## src/rtl/svf_pkg.sv

```systemverilog
`default_nettype none
// ============================================================================
// Module      : svf_pkg
// Description : Shared constants, configuration record and mix helper for
//               the state variable filter control front-end.
// Revision    : 1.0 - initial release
// ============================================================================
package svf_pkg;

    localparam int c_FC_W  = 11;
    localparam int c_RES_W = 2;

    localparam logic [1:0] c_FC_LO    = 2'd0;
    localparam logic [1:0] c_FC_HI    = 2'd1;
    localparam logic [1:0] c_RES_MODE = 2'd2;
    localparam logic [1:0] c_COMMIT   = 2'd3;

    localparam int c_RM_LP_EN  = 2;
    localparam int c_RM_BP_EN  = 3;
    localparam int c_RM_HP_EN  = 4;
    localparam int c_RM_BYPASS = 7;

    typedef struct packed {
        logic [c_FC_W-1:0]  fc;
        logic [c_RES_W-1:0] res;
        logic               lp_en;
        logic               bp_en;
        logic               hp_en;
        logic               bypass;
    } svf_cfg_t;

    function automatic logic signed [7:0] sat8(input logic signed [9:0] v);
        if (v > 10'sd127)
            return 8'sd127;
        else if (v < -10'sd128)
            return -8'sd128;
        else
            return v[7:0];
    endfunction

endpackage
`default_nettype wire

```

## src/rtl/svf_cutoff_slew.sv

```systemverilog
`default_nettype none
// ============================================================================
// Module      : svf_cutoff_slew
// Description : Holds the cutoff target and steps alpha1 toward it by at most
//               SLEW_STEP per sample tick; busy flags an unsettled coefficient.
// Revision    : 1.0 - initial release
// ============================================================================
module svf_cutoff_slew
    import svf_pkg::*;
#(
    parameter int SLEW_STEP = 32
) (
    input  logic              clk,
    input  logic              rst,
    input  logic              tick,
    input  logic              load,
    input  logic [c_FC_W-1:0] target_in,
    output logic [c_FC_W-1:0] alpha1,
    output logic              busy
);

    // A zero (or oversize) step collapses to a full-scale jump.
    localparam logic [c_FC_W:0] c_STEP = (SLEW_STEP <= 0 || SLEW_STEP > 2047)
                                         ? (c_FC_W+1)'(2047)
                                         : (c_FC_W+1)'(SLEW_STEP);

    logic [c_FC_W-1:0] r_target;
    logic [c_FC_W-1:0] r_alpha1;
    logic              r_busy;
    logic [c_FC_W-1:0] w_alpha1_nx;
    logic [c_FC_W:0]   w_a;
    logic [c_FC_W:0]   w_t;
    logic [c_FC_W:0]   w_up;
    logic [c_FC_W:0]   w_dn;

    always_comb begin
        w_a         = {1'b0, r_alpha1};
        w_t         = {1'b0, r_target};
        w_up        = w_a + c_STEP;
        w_dn        = w_a - c_STEP;
        w_alpha1_nx = r_alpha1;
        if (w_a < w_t) begin
            if ((w_t - w_a) > c_STEP)
                w_alpha1_nx = w_up[c_FC_W-1:0];
            else
                w_alpha1_nx = r_target;
        end else if (w_a > w_t) begin
            if ((w_a - w_t) > c_STEP)
                w_alpha1_nx = w_dn[c_FC_W-1:0];
            else
                w_alpha1_nx = r_target;
        end
    end

    always_ff @(posedge clk) begin
        if (rst) begin
            r_target <= '0;
            r_alpha1 <= '0;
            r_busy   <= 1'b0;
        end else begin
            r_busy <= (r_alpha1 != r_target);
            if (tick) begin
                r_alpha1 <= w_alpha1_nx;
                if (load)
                    r_target <= target_in;
            end
        end
    end

    assign alpha1 = r_alpha1;
    assign busy   = r_busy;

endmodule
`default_nettype wire

```

## src/rtl/svf_ctrl.sv

```systemverilog
`default_nettype none
// ============================================================================
// Module      : svf_ctrl
// Description : Sample strobe, shadow/commit register bank and output mixer
//               for the 8-bit SVF. SVF_CTRL_SLEW_EN enables the cutoff slewer.
// Revision    : 1.0 - initial release
// ============================================================================
module svf_ctrl
    import svf_pkg::*;
#(
    parameter int CLK_DIV   = 16,
    parameter int SLEW_STEP = 32
) (
    input  logic                clk,
    input  logic                rst,
    input  logic                wr_en,
    input  logic [1:0]          wr_addr,
    input  logic [7:0]          wr_data,
    input  logic signed [7:0]   audio_in,
    input  logic signed [7:0]   svf_hp,
    input  logic signed [7:0]   svf_bp,
    input  logic signed [7:0]   svf_lp,
    output logic                sample_valid,
    output logic [c_FC_W-1:0]   alpha1,
    output logic [c_RES_W-1:0]  alpha2,
    output logic signed [7:0]   audio_out,
    output logic                busy,
    output logic                commit_pending
);

    localparam int c_CNT_W = (CLK_DIV > 1) ? $clog2(CLK_DIV) : 1;
    localparam logic [c_CNT_W-1:0] c_CNT_LAST = c_CNT_W'(CLK_DIV - 1);

    logic [c_CNT_W-1:0]  r_cnt;
    logic                w_tick;
    svf_cfg_t            r_shadow;
    svf_cfg_t            r_pending;
    logic                r_pend;
    logic [c_RES_W-1:0]  r_alpha2;
    logic                r_lp_en;
    logic                r_bp_en;
    logic                r_hp_en;
    logic                r_bypass;
    logic signed [7:0]   r_audio;
    logic signed [9:0]   w_sum;

    assign w_tick = (r_cnt == c_CNT_LAST);

    always_ff @(posedge clk) begin
        if (rst)
            r_cnt <= '0;
        else if (w_tick)
            r_cnt <= '0;
        else
            r_cnt <= r_cnt + c_CNT_W'(1);
    end

    always_ff @(posedge clk) begin
        if (rst) begin
            r_shadow  <= '0;
            r_pending <= '0;
            r_pend    <= 1'b0;
        end else begin
            if (wr_en) begin
                case (wr_addr)
                    c_FC_LO:    r_shadow.fc[2:0]  <= wr_data[2:0];
                    c_FC_HI:    r_shadow.fc[10:3] <= wr_data;
                    c_RES_MODE: begin
                        r_shadow.res    <= wr_data[1:0];
                        r_shadow.lp_en  <= wr_data[c_RM_LP_EN];
                        r_shadow.bp_en  <= wr_data[c_RM_BP_EN];
                        r_shadow.hp_en  <= wr_data[c_RM_HP_EN];
                        r_shadow.bypass <= wr_data[c_RM_BYPASS];
                    end
                    c_COMMIT:   r_pending <= r_shadow;
                endcase
            end
            // A fresh COMMIT on the tick cycle outranks the clear.
            if (wr_en && wr_addr == c_COMMIT)
                r_pend <= 1'b1;
            else if (w_tick)
                r_pend <= 1'b0;
        end
    end

    always_comb begin
        w_sum = '0;
        if (r_lp_en) w_sum = w_sum + {{2{svf_lp[7]}}, svf_lp};
        if (r_bp_en) w_sum = w_sum + {{2{svf_bp[7]}}, svf_bp};
        if (r_hp_en) w_sum = w_sum + {{2{svf_hp[7]}}, svf_hp};
    end

    // The mix uses the mode in force before this tick's commit lands.
    always_ff @(posedge clk) begin
        if (rst) begin
            r_alpha2 <= '0;
            r_lp_en  <= 1'b0;
            r_bp_en  <= 1'b0;
            r_hp_en  <= 1'b0;
            r_bypass <= 1'b1;
            r_audio  <= '0;
        end else if (w_tick) begin
            r_audio <= r_bypass ? audio_in : sat8(w_sum);
            if (r_pend) begin
                r_alpha2 <= r_pending.res;
                r_lp_en  <= r_pending.lp_en;
                r_bp_en  <= r_pending.bp_en;
                r_hp_en  <= r_pending.hp_en;
                r_bypass <= r_pending.bypass;
            end
        end
    end

`ifdef SVF_CTRL_SLEW_EN
    svf_cutoff_slew #(
        .SLEW_STEP (SLEW_STEP)
    ) u_slew (
        .clk       (clk),
        .rst       (rst),
        .tick      (w_tick),
        .load      (w_tick & r_pend),
        .target_in (r_pending.fc),
        .alpha1    (alpha1),
        .busy      (busy)
    );
`else
    logic [c_FC_W-1:0] r_target;
    logic [c_FC_W-1:0] r_alpha1;
    logic              w_unused_slew;

    always_ff @(posedge clk) begin
        if (rst) begin
            r_target <= '0;
            r_alpha1 <= '0;
        end else if (w_tick) begin
            r_alpha1 <= r_target;
            if (r_pend)
                r_target <= r_pending.fc;
        end
    end

    assign alpha1        = r_alpha1;
    assign busy          = 1'b0;
    assign w_unused_slew = ^SLEW_STEP;
`endif

    assign sample_valid   = w_tick;
    assign alpha2         = r_alpha2;
    assign audio_out      = r_audio;
    assign commit_pending = r_pend;

endmodule
`default_nettype wire

```

## config.mk

```make
export PLATFORM = sky130hd
export DESIGN_NAME = svf_ctrl
export DESIGN_NICKNAME = d
export VERILOG_FILES = /design/src/rtl/svf_pkg.sv /design/src/rtl/svf_cutoff_slew.sv /design/src/rtl/svf_ctrl.sv
export SDC_FILE = /design/constraint.sdc
export NUM_CORES = 1
export LEC_CHECK = 0
export CORE_AREA = 3 3 83 104
export CTS_BUF_LIST = sky130_fd_sc_hd__clkbuf_4 sky130_fd_sc_hd__clkbuf_8
export CTS_CLUSTER_SIZE = 40
export DETAILED_ROUTE_END_ITERATION = 8
export DIE_AREA = 0 0 86 107
export DONT_BUFFER_PORTS = 1
export PLACE_DENSITY = 0.66
export SLEW_MARGIN = 20
export SYNTH_ARGS = -nofsm -noshare
export SYNTH_HDL_FRONTEND = slang
export SYNTH_HIERARCHICAL = 1
export SYNTH_SLANG_ARGS = --single-unit
```

## constraint.sdc

```tcl
create_clock -name clk -period 7.2 [get_ports clk]
set_input_delay 0.36 -clock clk [delete_from_list [all_inputs] [get_ports clk]]
set_output_delay 0.36 -clock clk [all_outputs]
set_load 0.05 [all_outputs]
```

==> results.md, run 1 <==
* # rows at 36
* Longest Clk Path Bufs at 2
* Final Hold Vio Count at 0
* Synth Flop Type: dfxtp_1
* Status: finished, final reports clean
* Count of input and output buffers at 0
* Crit path buf inv count at 2
* # diodes at 0
* Count leader, synth: nand2_1
* Clock root buffer: clkbuf_8
* Final Routed Wirelength at 8.630 mm
* Antenna Nets Post-Route at 0
* Top cell type's share of synthesized area at just under 40%
* Avg Inst Size Synth at a little over 8 sq um
* Num CTS Buffers at 9
* Number of DRC markers in iteration 0 at around 130
* Worst vdd ir at about 0.17 mV
* Commonest cells post-synth: nand2_1, dfxtp_1, a21oi_1, nor2_1, o21ai_0
* Cell count after synthesis at 468
* Full die area at 9202 sq um
* First-pass GRT wire length at 14.32 mm
* Period utilization at between 60% and 70%
* Max Cap Violations at 0
* Postcts setup bufs at 0
* Synth top area cells: dfxtp_1, nand2_1, a21oi_1
* Share of layout cells above drive strength 1 at 8.442%
* Standard cell core area at 7792 sq um
* Vias per Instance at between 5 and 6
* Chip width at about 86 microns
* Fmax at ~210 MHz
* Vias in the first global route at a little over 3000
* Dpl hpwl at about 6.5 mm
* Worst reg2reg path depth at 19
* Family with the most delay on the worst path: compound AO/OA/AOI/OAI gates
* Crit path DAT at 4930 ps
* DP Worst Slack at around 2500 ps
* GPL Wtd Cong at 0.8621
* Worst Hold Depth at 1
* Comb power frac at 3.9%
* Cts hold-fix bufs at 0
* P&R area growth vs syn at 6.695%
* Clk_skew at 7.538 ps
* Leakage power at around 1.6 nW
* Drt pass-1 iters at 5
* Syn nets at between 500 and 600
* Sw Ratio at 20.90%
* Clk_lat worst skew at 340 ps
* Number of synthesized register bits at 75
* CP startpoint kind: register
* Unrepaired setup endpoints after global routing: no
* Top cell type by total area after synthesis: dfxtp_1
* Clock group share of total power at 44.6%
* Synth Cell Area at roughly 3800 sq um
* Final max-slew violation count at 0
* Nets at between 500 and 600
* Seq/Total Area, Yosys at between 30% and 40%
* CP max-delay cell: dfxtp_1
* Setup crit end kind: register
* Final setup fails at 0
* Count of clock tree sinks at 75
* CP required at between 7000 and 8000 ps
* P per Cell Area at approximately 200 nW/um^2
* Slowest stage delay, CP at 560 ps
* H-tree depth at 3
* Int Power at 0.6519 mW
* DRC at 0
* Setup TNS Final at 0 ps
* Largest net degree at the start of global routing at a little over 70
* Cell variety after synth at 57
* Die height at between 100 and 150 microns
* Crit path depth at 19
* Clock transition at path regs at ~80 ps
* Starting Density at between 40% and 50%
* Post-synth EDFFs at 0
* Via count at 3074
* # IOs at 69
* GRT overflow at 0
* All-Layer GR Usage at around a fifth
* CTS tree: yes
* Actual slew at the worst max-slew pin at between 1000 and 1500 ps
* WL/cell at 15.49 microns
* Relative max-transition margin at between 30% and 40%
* Yosys Warn Count at 6
* Worst path cell trace: nand2_1, inv_1, ha_1, inv_1, fa_1, nor2b_1, nor2_1, maj3_1, xnor2_1, mux2_2, ha_1, nand2_2, o311ai_4, o211ai_2, o41ai_2, xor2_1, a311o_2, a211oi_2, nor4_2
* Reg power frac at between 50% and 60%
* Worst setup slack after layout at around 2500 ps
* Switching power at 0.1723 mW
* Tmin final at roughly 4700 ps
* Worst hold-check path type: in -> reg
* Antenna violations before repair at 0
* Path type of the worst setup path: reg -> reg
* Post-CTS Resized at 0
* FFs w/ async S/R, synth at 0%
* CP max FO at 12
==> routing by layer <==
layer / vias up / GRT usage (%) / wire length, microns
li1: 1568 / - / -
met1: 1429 / 21.24 / 3468
met2: 63 / 36.49 / 4595
met3: 14 / 4.612 / 419
met4: 0 / 6.448 / 146
met5: - / 0 / 0
==> state kept, by name, indices dropped and copies added (netlist names) <==
name and flops:
alpha1 11, alpha2 2, r_shadow 17, r_cnt 4, audio_out 8, r_bypass 1
r_hp_en 1, r_target 11, r_bp_en 1, r_lp_en 1, r_pending 17, commit_pending 1
==> worst reg2reg max path: stages (launching register included) <==
cell      delay (ps)
dfxtp_1          560
nand2_1          130
inv_1             90
ha_1             200
inv_1             70
fa_1             400
nor2b_1          170
nor2_1            80
maj3_1           380
xnor2_1          130
mux2_2           290
ha_1             320
nand2_2           80
o311ai_4         330
o211ai_2         170
o41ai_2          340
xor2_1           150
a311o_2          460
a211oi_2         220
nor4_2            50
==> through the flow <==
step / utilization, % / area, sq um / power, mW / hold slack, ps / std cells
2_1_floorplan: - / 3831 / 0.4666 / 431.2 / 468
3_3_place_gp: 49.49 / 3856 / 0.4654 / 435.8 / 541
3_5_place_dp: 49.49 / 3856 / 0.4663 / 441.0 / 541
4_1_cts: 52.46 / 4088 / 0.8310 / 72.30 / 557
5_1_grt: 52.46 / 4088 / 0.8541 / 55.55 / 557
6_report: 52.46 / 4088 / 0.8242 / 80.64 / 557
==> path summary, 6_finish.rpt <==
check	startpoint	end	slack, ps
min	rst	alpha1[7]$_SDFFE_PP0P_	80
max	r_lp_en$_SDFFE_PP0P_	audio_out[6]$_SDFFE_PP0P_	2490
max reg2reg	r_lp_en$_SDFFE_PP0P_	audio_out[6]$_SDFFE_PP0P_	2490
min reg2reg	r_pending[9]$_SDFFE_PP0P_	r_target[3]$_SDFFE_PP0P_	450
==> power by group through the flow <==
stage / Clock [mW] / Combinational [mW] / Sequential [mW]
4_1_cts: 0.374 / 0.0325 / 0.424
3_5_place_dp: 0 / 0.0322 / 0.434
5_1_grt: 0.392 / 0.0367 / 0.425
3_3_place_gp: 0 / 0.0315 / 0.434
6_report: 0.368 / 0.0321 / 0.424
2_1_floorplan: 0 / 0.0333 / 0.433
==> cell usage in the layout (no fill, tap or decap), drive strengths merged, types with 2 or more instances in the layout <==
cell and count:
and3 2, nand2b 2, inv 17, a21oi 60, xor2 7, o21a 4
mux2 7, bufinv 2, a211oi 4, and2 6, nor2b 3, ha 18
a311o 2, fa 2, a21o 2, mux2i 20, o21ai 24, clkbuf 12
nor2 33, xnor2 10, clkinv 2, nand2 108, nand3 5, nand3b 2
a221oi 2, dfxtp 75, o31ai 4, or3 5, o311ai 2, nor3 5
nor4 2
==> cell families (layout without fill, tap and decap cells) <==
family                   after synthesis  in the layout  share of synthesized area (%)
multiplexers                          27             27                          7.283
adder cells (fa/ha/maj)               21             21                          7.185
AND/OR/NAND/NOR                      176            176                          19.95
buffers and inverters                 40             34                          4.213
flip-flops                            75             75                          39.19
other                                  1              1                        0.09788
AO/OA/AOI/OAI                        111            111                          18.19
XOR/XNOR                              17             17                          3.886
==> cell type report <==
class	instances	area (sq um)
sequential	75	1501
multi-input combinational	353	2168
inverter	18	67.56
fill	774	3705
clock inverter	4	72.57
clock buffer	12	158.9
tap	95	118.9
(Power assumes the default switching activity.)
==> run 2, diff against run 1 <==
- PLACE_DENSITY: 0.66 -> 0.68
- clock period: 7.2 -> 3.9 ns (I/O delays scaled with it)
==> run 2 against run 1 <==
- the run now ends with setup timing left
- critical endpoint unchanged
- clock skew fell by 0.83 ps
- critical path depth did not move
- total power increased by 81%
- wire length rose by 14%
- highest routed layer unchanged
- cell count rose by 12%
- largest cell class unchanged
==> results.md, run 2 (synthesis gave the netlist of run 1 again) <==
* Dpl hpwl at 6.918 mm (was 6.495 mm)
* First-pass GRT wire length at 16.04 mm (was 14.32 mm)
* Fmax at 249.2 MHz (was 212.4 MHz)
* All-Layer GR Usage at 22.26% (was 19.55%)
* Num CTS Buffers at 9 (unchanged)
* Slowest stage delay, CP at 410 ps (was 560 ps)
* Worst vdd ir at 0.2775 mV (was 0.1673 mV)
* WL/cell at 15.73 microns (was 15.49 microns)
* Starting Density at 49.17% (unchanged)
* Hold Path Origin: wr_data[7] (was rst)
* Setup crit end kind: register (unchanged)
* Clk_skew at 6.710 ps (was 7.538 ps)
* Path type of the worst setup path: reg -> reg (unchanged)
* Via count at 3430 (was 3074)
* Clock transition at path regs at 70 ps (was 80 ps)
* CP startpoint kind: register (unchanged)
* Worst reg2reg path depth at 19 (unchanged)
* CP max FO at 7 (was 12)
* Placed Area at 4104 sq um (was 3856 sq um)
* Number of DRC markers in iteration 0 at 157 (was 128)
* Final core utilization at 61.45% (was 52.46%)
* Final Hold Vio Count at 0 (unchanged)
* Worst Hold Depth at 2 (was 1)
* H-tree depth at 3 (unchanged)
* Crit path DAT at 4250 ps (was 4930 ps)
* Final Routed Wirelength at 9.798 mm (was 8.630 mm)
* Full die area at 9202 sq um (unchanged)
* Vias per Instance at 5.506 (was 5.519)
* Hold endpoint: r_shadow[0]$_SDFFE_PP0P_ (was alpha1[7]$_SDFFE_PP0P_)
* Count of input and output buffers at 0 (unchanged)
* Leakage power at 2.025 nW (was 1.620 nW)
* R2r startpoint: r_lp_en$_SDFFE_PP0P_ (unchanged)
* Die height at 107 microns (unchanged)
* Antenna Nets Post-Route at 0 (unchanged)
* Status: finished, violations left (was finished, final reports clean)
* Max Cap Violations at 0 (unchanged)
* Drt pass-1 iters at 5 (unchanged)
* Finished Cell Area at 4788 sq um (was 4088 sq um)
* Commonest non-fill, non-tap cell in the layout: nand2_1 (unchanged)
* Final hold slack at 26.85 ps (was 80.64 ps)
* Standard cell core area at 7792 sq um (unchanged)
* Tmin final at 4013 ps (was 4709 ps)
* DRC at 0 (unchanged)
* Worst hold-check path type: in -> reg (unchanged)
* P per Cell Area at 312.2 nW/um^2 (was 201.6 nW/um^2)
* Final max-slew violation count at 0 (unchanged)
* CP required at 4140 ps (was 7420 ps)
* Nets at 588 (was 522)
* # diodes at 0 (unchanged)
* Unrepaired setup endpoints after global routing: yes (was no)
* Actual slew at the worst max-slew pin at 717.3 ps (was 1039 ps)
* Period utilization at 102.9% (was 65.40%)
* Vias in the first global route at 3487 (was 3046)
* Flop2flop setup slack at -110 ps (was 2490 ps)
* Worst path cell trace: nand2_2, inv_2, ha_4, inv_2, fa_2, nor2b_4, nor2_2, maj3_2, xnor2_1, mux2_4, ha_4, nand2_4, o311ai_4, o211ai_2, o41ai_2, xor2_1, a311o_2, a211oi_2, nor4_2 (was nand2_1, inv_1, ha_1, inv_1, fa_1, nor2b_1, nor2_1, maj3_1, xnor2_1, mux2_2, ha_1, nand2_2, o311ai_4, o211ai_2, o41ai_2, xor2_1, a311o_2, a211oi_2, nor4_2)
* Setup TNS Final at -458.0 ps (was 0 ps)
* CP max-delay cell: a311o_2 (was dfxtp_1)
* Final setup fails at 7 (was 0)
* Largest net degree at the start of global routing at 45 (was 72)
* P&R area growth vs syn at 24.98% (was 6.695%)
* GRT overflow at 0 (unchanged)
* Commonest non-fill, non-tap cells in the layout: nand2_1, dfxtp_1, a21oi_1 (unchanged)
* Reg2reg end: audio_out[6]$_SDFFE_PP0P_ (unchanged)
* Relative max-transition margin at 52.08% (was 30.67%)
* Clk_lat worst skew at 350 ps (was 340 ps)
* Share of layout cells above drive strength 1 at 17.61% (was 8.442%)
* Non-filler instance count after layout at 623 (was 557)
* Clock root buffer: clkbuf_8 (unchanged)
* DP Worst Slack at -320.7 ps (was 2479 ps)
* Launch point of the worst path: r_lp_en$_SDFFE_PP0P_ (unchanged)
* Chip width at 86 microns (unchanged)
* Count of clock tree sinks at 75 (unchanged)
* CTS tree: yes (unchanged)
* Total power at 1.495 mW (was 0.8242 mW)
* Worst setup slack after layout at -112.5 ps (was 2491 ps)
* GPL Wtd Cong at 0.9197 (was 0.8621)
* Placed cell count at 568 (was 541)
* Violated checks: setup timing
* Antenna violations before repair at 0 (unchanged)
* # rows at 36 (unchanged)
* Longest Clk Path Bufs at 2 (unchanged)
* # IOs at 69 (unchanged)
* Top Registers: r_pending x17, r_shadow x17 (unchanged)
-- run 2: cell count changes in the layout (fill, tap and decap cells not counted), sizes merged --
| cell | delta |
|---|---|
| bufinv | -1 |
| clkinv | +1 |
| buf | +32 |
| dlygate4sd3 | +34 |
-- run 2: routing by layer --
layer  share of wire (%)  routed length, microns  GRT usage (%)
met4                 2.6                     259          11.43
met5                   0                       0              0
met3                 3.9                     384          3.459
met1                  42                    4082          25.65
met2                  52                    5070          39.14
-- run 2: how the worst max path moves through the flow --
stage                                      to  slack [ps]  cells after the start
global route        audio_out[6]$_SDFFE_PP0P_        -300                     18
floorplan           audio_out[6]$_SDFFE_PP0P_        -100                     20
CTS                 audio_out[6]$_SDFFE_PP0P_        -130                     18
finish              audio_out[6]$_SDFFE_PP0P_        -110                     19
detailed placement  audio_out[6]$_SDFFE_PP0P_        -320                     18
global placement    audio_out[6]$_SDFFE_PP0P_        -230                     18
-- run 2: cell type report --
class | count | area, sq um
clock buffer | 12 | 165.2
clock inverter | 4 | 47.55
fill | 727 | 3004
inverter | 18 | 67.56
multi-input combinational | 353 | 2291
sequential | 75 | 1505
tap | 95 | 118.9
timing repair buffer | 66 | 593.1
-- run 2: worst max-delay path: cells and delay by family (launching register included) --
kind                     cells  cell delay, ps
AO/OA/AOI/OAI                5            1330
XOR/XNOR                     2             300
adder cells (fa/ha/maj)      4            1100
buffers and inverters        2              90
flip-flops                   1             380
multiplexers                 1             290
AND/OR/NAND/NOR              5             410
-- run 2: power breakdown --
part / internal (mW) / switching [mW] / total (mW)
clock: 0.345 / 0.276 / 0.622
combinational: 0.0426 / 0.0477 / 0.0903
sequential: 0.775 / 0.00800 / 0.783
-- run 2: what timing repair did --
action | in CTS | in global routing
gates resized for setup | 13 | 9
setup buffers | 4 | 0
pin swaps | 12 | 7
setup endpoints to repair | 7 | 8
endpoints found under the hold margin | 69 | 0
hold buffers | 35 | 0
==> run 3, diff against run 2 <==
- clock period: 3.9 -> 3.4 ns (I/O delays scaled with it)
==> run 3 against run 2 <==
- the flow still finishes with violations (setup timing)
- via count is 0.26% higher
- total power is 16% higher
- global-route usage hardly changed
- first-iteration DRC count is 33% lower
- worst setup slack worse by 530 ps
- clock skew is 0.81 ps lower
- clock-buffer cell count is 3 higher
- maximum frequency is 0.82% lower
- combinational power is 17% higher
- design area is 0.86% higher
- core utilization is 0.53 points higher
==> results.md, run 3 (synthesis gave the netlist of run 1 again) <==
* Final Routed Wirelength at 9.756 mm (was 9.798 mm)
* # IOs at 69 (unchanged)
* Standard cell core area at 7792 sq um (unchanged)
* # rows at 36 (unchanged)
* Violated checks: setup timing (unchanged)
* Number of DRC markers in iteration 0 at 105 (was 157)
* Setup crit end kind: register (unchanged)
* CTS tree: yes (unchanged)
* GRT overflow at 0 (unchanged)
* Longest Clk Path Bufs at 2 (unchanged)
* GPL Wtd Cong at 0.9293 (was 0.9197)
* Drt pass-1 iters at 4 (was 5)
* Max Cap Violations at 0 (unchanged)
* Nets at 602 (was 588)
* Clk_skew at 5.904 ps (was 6.710 ps)
* Dpl hpwl at 7.194 mm (was 6.918 mm)
* DP Worst Slack at -767.9 ps (was -320.7 ps)
* Largest net degree at the start of global routing at 49 (was 45)
* Leakage power at 2.067 nW (was 2.025 nW)
* Path type of the worst setup path: reg -> reg (unchanged)
* Final setup fails at 8 (was 7)
* # diodes at 0 (unchanged)
* Top Registers: r_pending x17, r_shadow x17 (unchanged)
* Clk_lat worst skew at 340 ps (was 350 ps)
* Unrepaired setup endpoints after global routing: yes (unchanged)
* CP max FO at 7 (unchanged)
* Status: finished, violations left (unchanged)
* Commonest non-fill, non-tap cell in the layout: nand2_1 (unchanged)
* First-pass GRT wire length at 16.29 mm (was 16.04 mm)
* All-Layer GR Usage at 22.30% (was 22.26%)
* Crit path DAT at 4280 ps (was 4250 ps)
* Relative max-transition margin at 53.99% (was 52.08%)
* H-tree depth at 3 (unchanged)
* P&R area growth vs syn at 26.06% (was 24.98%)
* Antenna Nets Post-Route at 0 (unchanged)
* Chip width at 86 microns (unchanged)
* P per Cell Area at 357.9 nW/um^2 (was 312.2 nW/um^2)
* CP required at 3630 ps (was 4140 ps)
* Count of input and output buffers at 0 (unchanged)
* Count of clock tree sinks at 75 (unchanged)
* Setup TNS Final at -4693 ps (was -458.0 ps)
* Final max-slew violation count at 0 (unchanged)
* Actual slew at the worst max-slew pin at 688.6 ps (was 717.3 ps)
* Vias per Instance at 5.399 (was 5.506)
* Commonest non-fill, non-tap cells in the layout: nand2_1, dfxtp_1, a21oi_1 (unchanged)
* Vias in the first global route at 3574 (was 3487)
* Via count at 3439 (was 3430)
* Antenna violations before repair at 0 (unchanged)
* Worst hold-check path type: in -> reg (unchanged)
* CP startpoint kind: register (unchanged)
* Worst vdd ir at 0.3126 mV (was 0.2775 mV)
* DRC at 0 (unchanged)
* Die height at 107 microns (unchanged)
* Clock transition at path regs at 70 ps (about the same)
* Share of layout cells above drive strength 1 at 19.19% (was 17.61%)
* Clock root buffer: clkbuf_8 (unchanged)
* Tmin final at 4046 ps (was 4013 ps)
* Period utilization at 119.0% (was 102.9%)
* Num CTS Buffers at 9 (unchanged)
* Full die area at 9202 sq um (unchanged)
* Fmax at 247.2 MHz (was 249.2 MHz)
* WL/cell at 15.32 microns (was 15.73 microns)
* Final Hold Vio Count at 0 (unchanged)
* Worst setup slack after layout at -645.6 ps (was -112.5 ps)
* Starting Density at 49.17% (unchanged)
run 3: cell count changes in the layout (fill, tap and decap cells not counted), moves of 2 or more:
cell	delta
dlygate4sd3_1	-5
buf_4	+18
clkinv_2	-2
nor2b_2	+2
nor2b_4	-2
ha_1	+2
o21ai_1	+4
clkbuf_4	+3
o21ai_0	-4
ha_2	-2
run 3: routing by layer:
layer / GRT usage (%) / vias up / routed length (microns)
met5: 0 / - / 0
met4: 9.842 / 0 / 352
met3: 5.457 / 22 / 470
met2: 39.75 / 78 / 5012
met1: 24.68 / 1602 / 3920
li1: - / 1737 / -
run 3: worst paths after layout:
path,cells past startpoint,slack (ps),from,end
worst max register to register,19,-650,r_lp_en$_SDFFE_PP0P_,audio_out[6]$_SDFFE_PP0P_
worst min register to register,2,460,r_shadow[5]$_SDFFE_PP0P_,r_pending[5]$_SDFFE_PP0P_
worst min-delay path,2,30,audio_in[0],audio_out[0]$_SDFFE_PP0P_
worst max-delay path,19,-650,r_lp_en$_SDFFE_PP0P_,audio_out[6]$_SDFFE_PP0P_
run 3: layout make-up:
type	count	area [sq um]
clock buffer	15	187.7
clock inverter	1	30.03
fill	726	2963
inverter	18	67.56
multi-input combinational	353	2231
sequential	75	1505
tap	95	118.9
timing repair buffer	80	689.4
run 3: repair_timing:
item                                    4_1_cts  5_1_grt
gates resized for setup                       2        7
endpoints found under the setup margin        8        8
pin swaps                                    13       10
setup buffers                                 1        2
hold buffers                                 30        0
endpoints found under the hold margin        69        0
run 3: critical path, cell delays in order, from the launching register on:
cell and delay (ps):
dfxtp_4 370, nand2_2 70, inv_2 60, ha_4 130, inv_2 30, fa_2 340
nor2b_2 130, nor2_1 60, maj3_2 320, xnor2_1 130, mux2_4 300, ha_4 290
nand2_4 50, o311ai_4 250, o211ai_2 150, o41ai_2 380, xor2_1 150, a311o_2 410
a211oi_2 230, nor4_2 70
run 3: stage by stage:
step | area (sq um) | std cells | total power [mW] | utilization (%) | hold WS, ps
floorplan | 3876 | 468 | 0.9896 | - | 313.9
global placement | 4254 | 588 | 0.9998 | 54.59 | 248.6
detailed placement | 4254 | 588 | 1.003 | 54.59 | 251.7
CTS | 4790 | 635 | 1.743 | 61.46 | 8.501
global route | 4830 | 637 | 1.796 | 61.98 | 13.60
finish | 4830 | 637 | 1.728 | 61.98 | 27.56
run 3: report_power, final:
| group | total (mW) | leakage (nW) | switching [mW] | internal [mW] |
|---|---|---|---|---|
| clock network | 0.723 | 0.114 | 0.299 | 0.425 |
| logic | 0.106 | 1.35 | 0.0549 | 0.0512 |
| registers | 0.899 | 0.607 | 0.00987 | 0.889 |
| total | 1.73 | 2.07 | 0.363 | 1.37 |
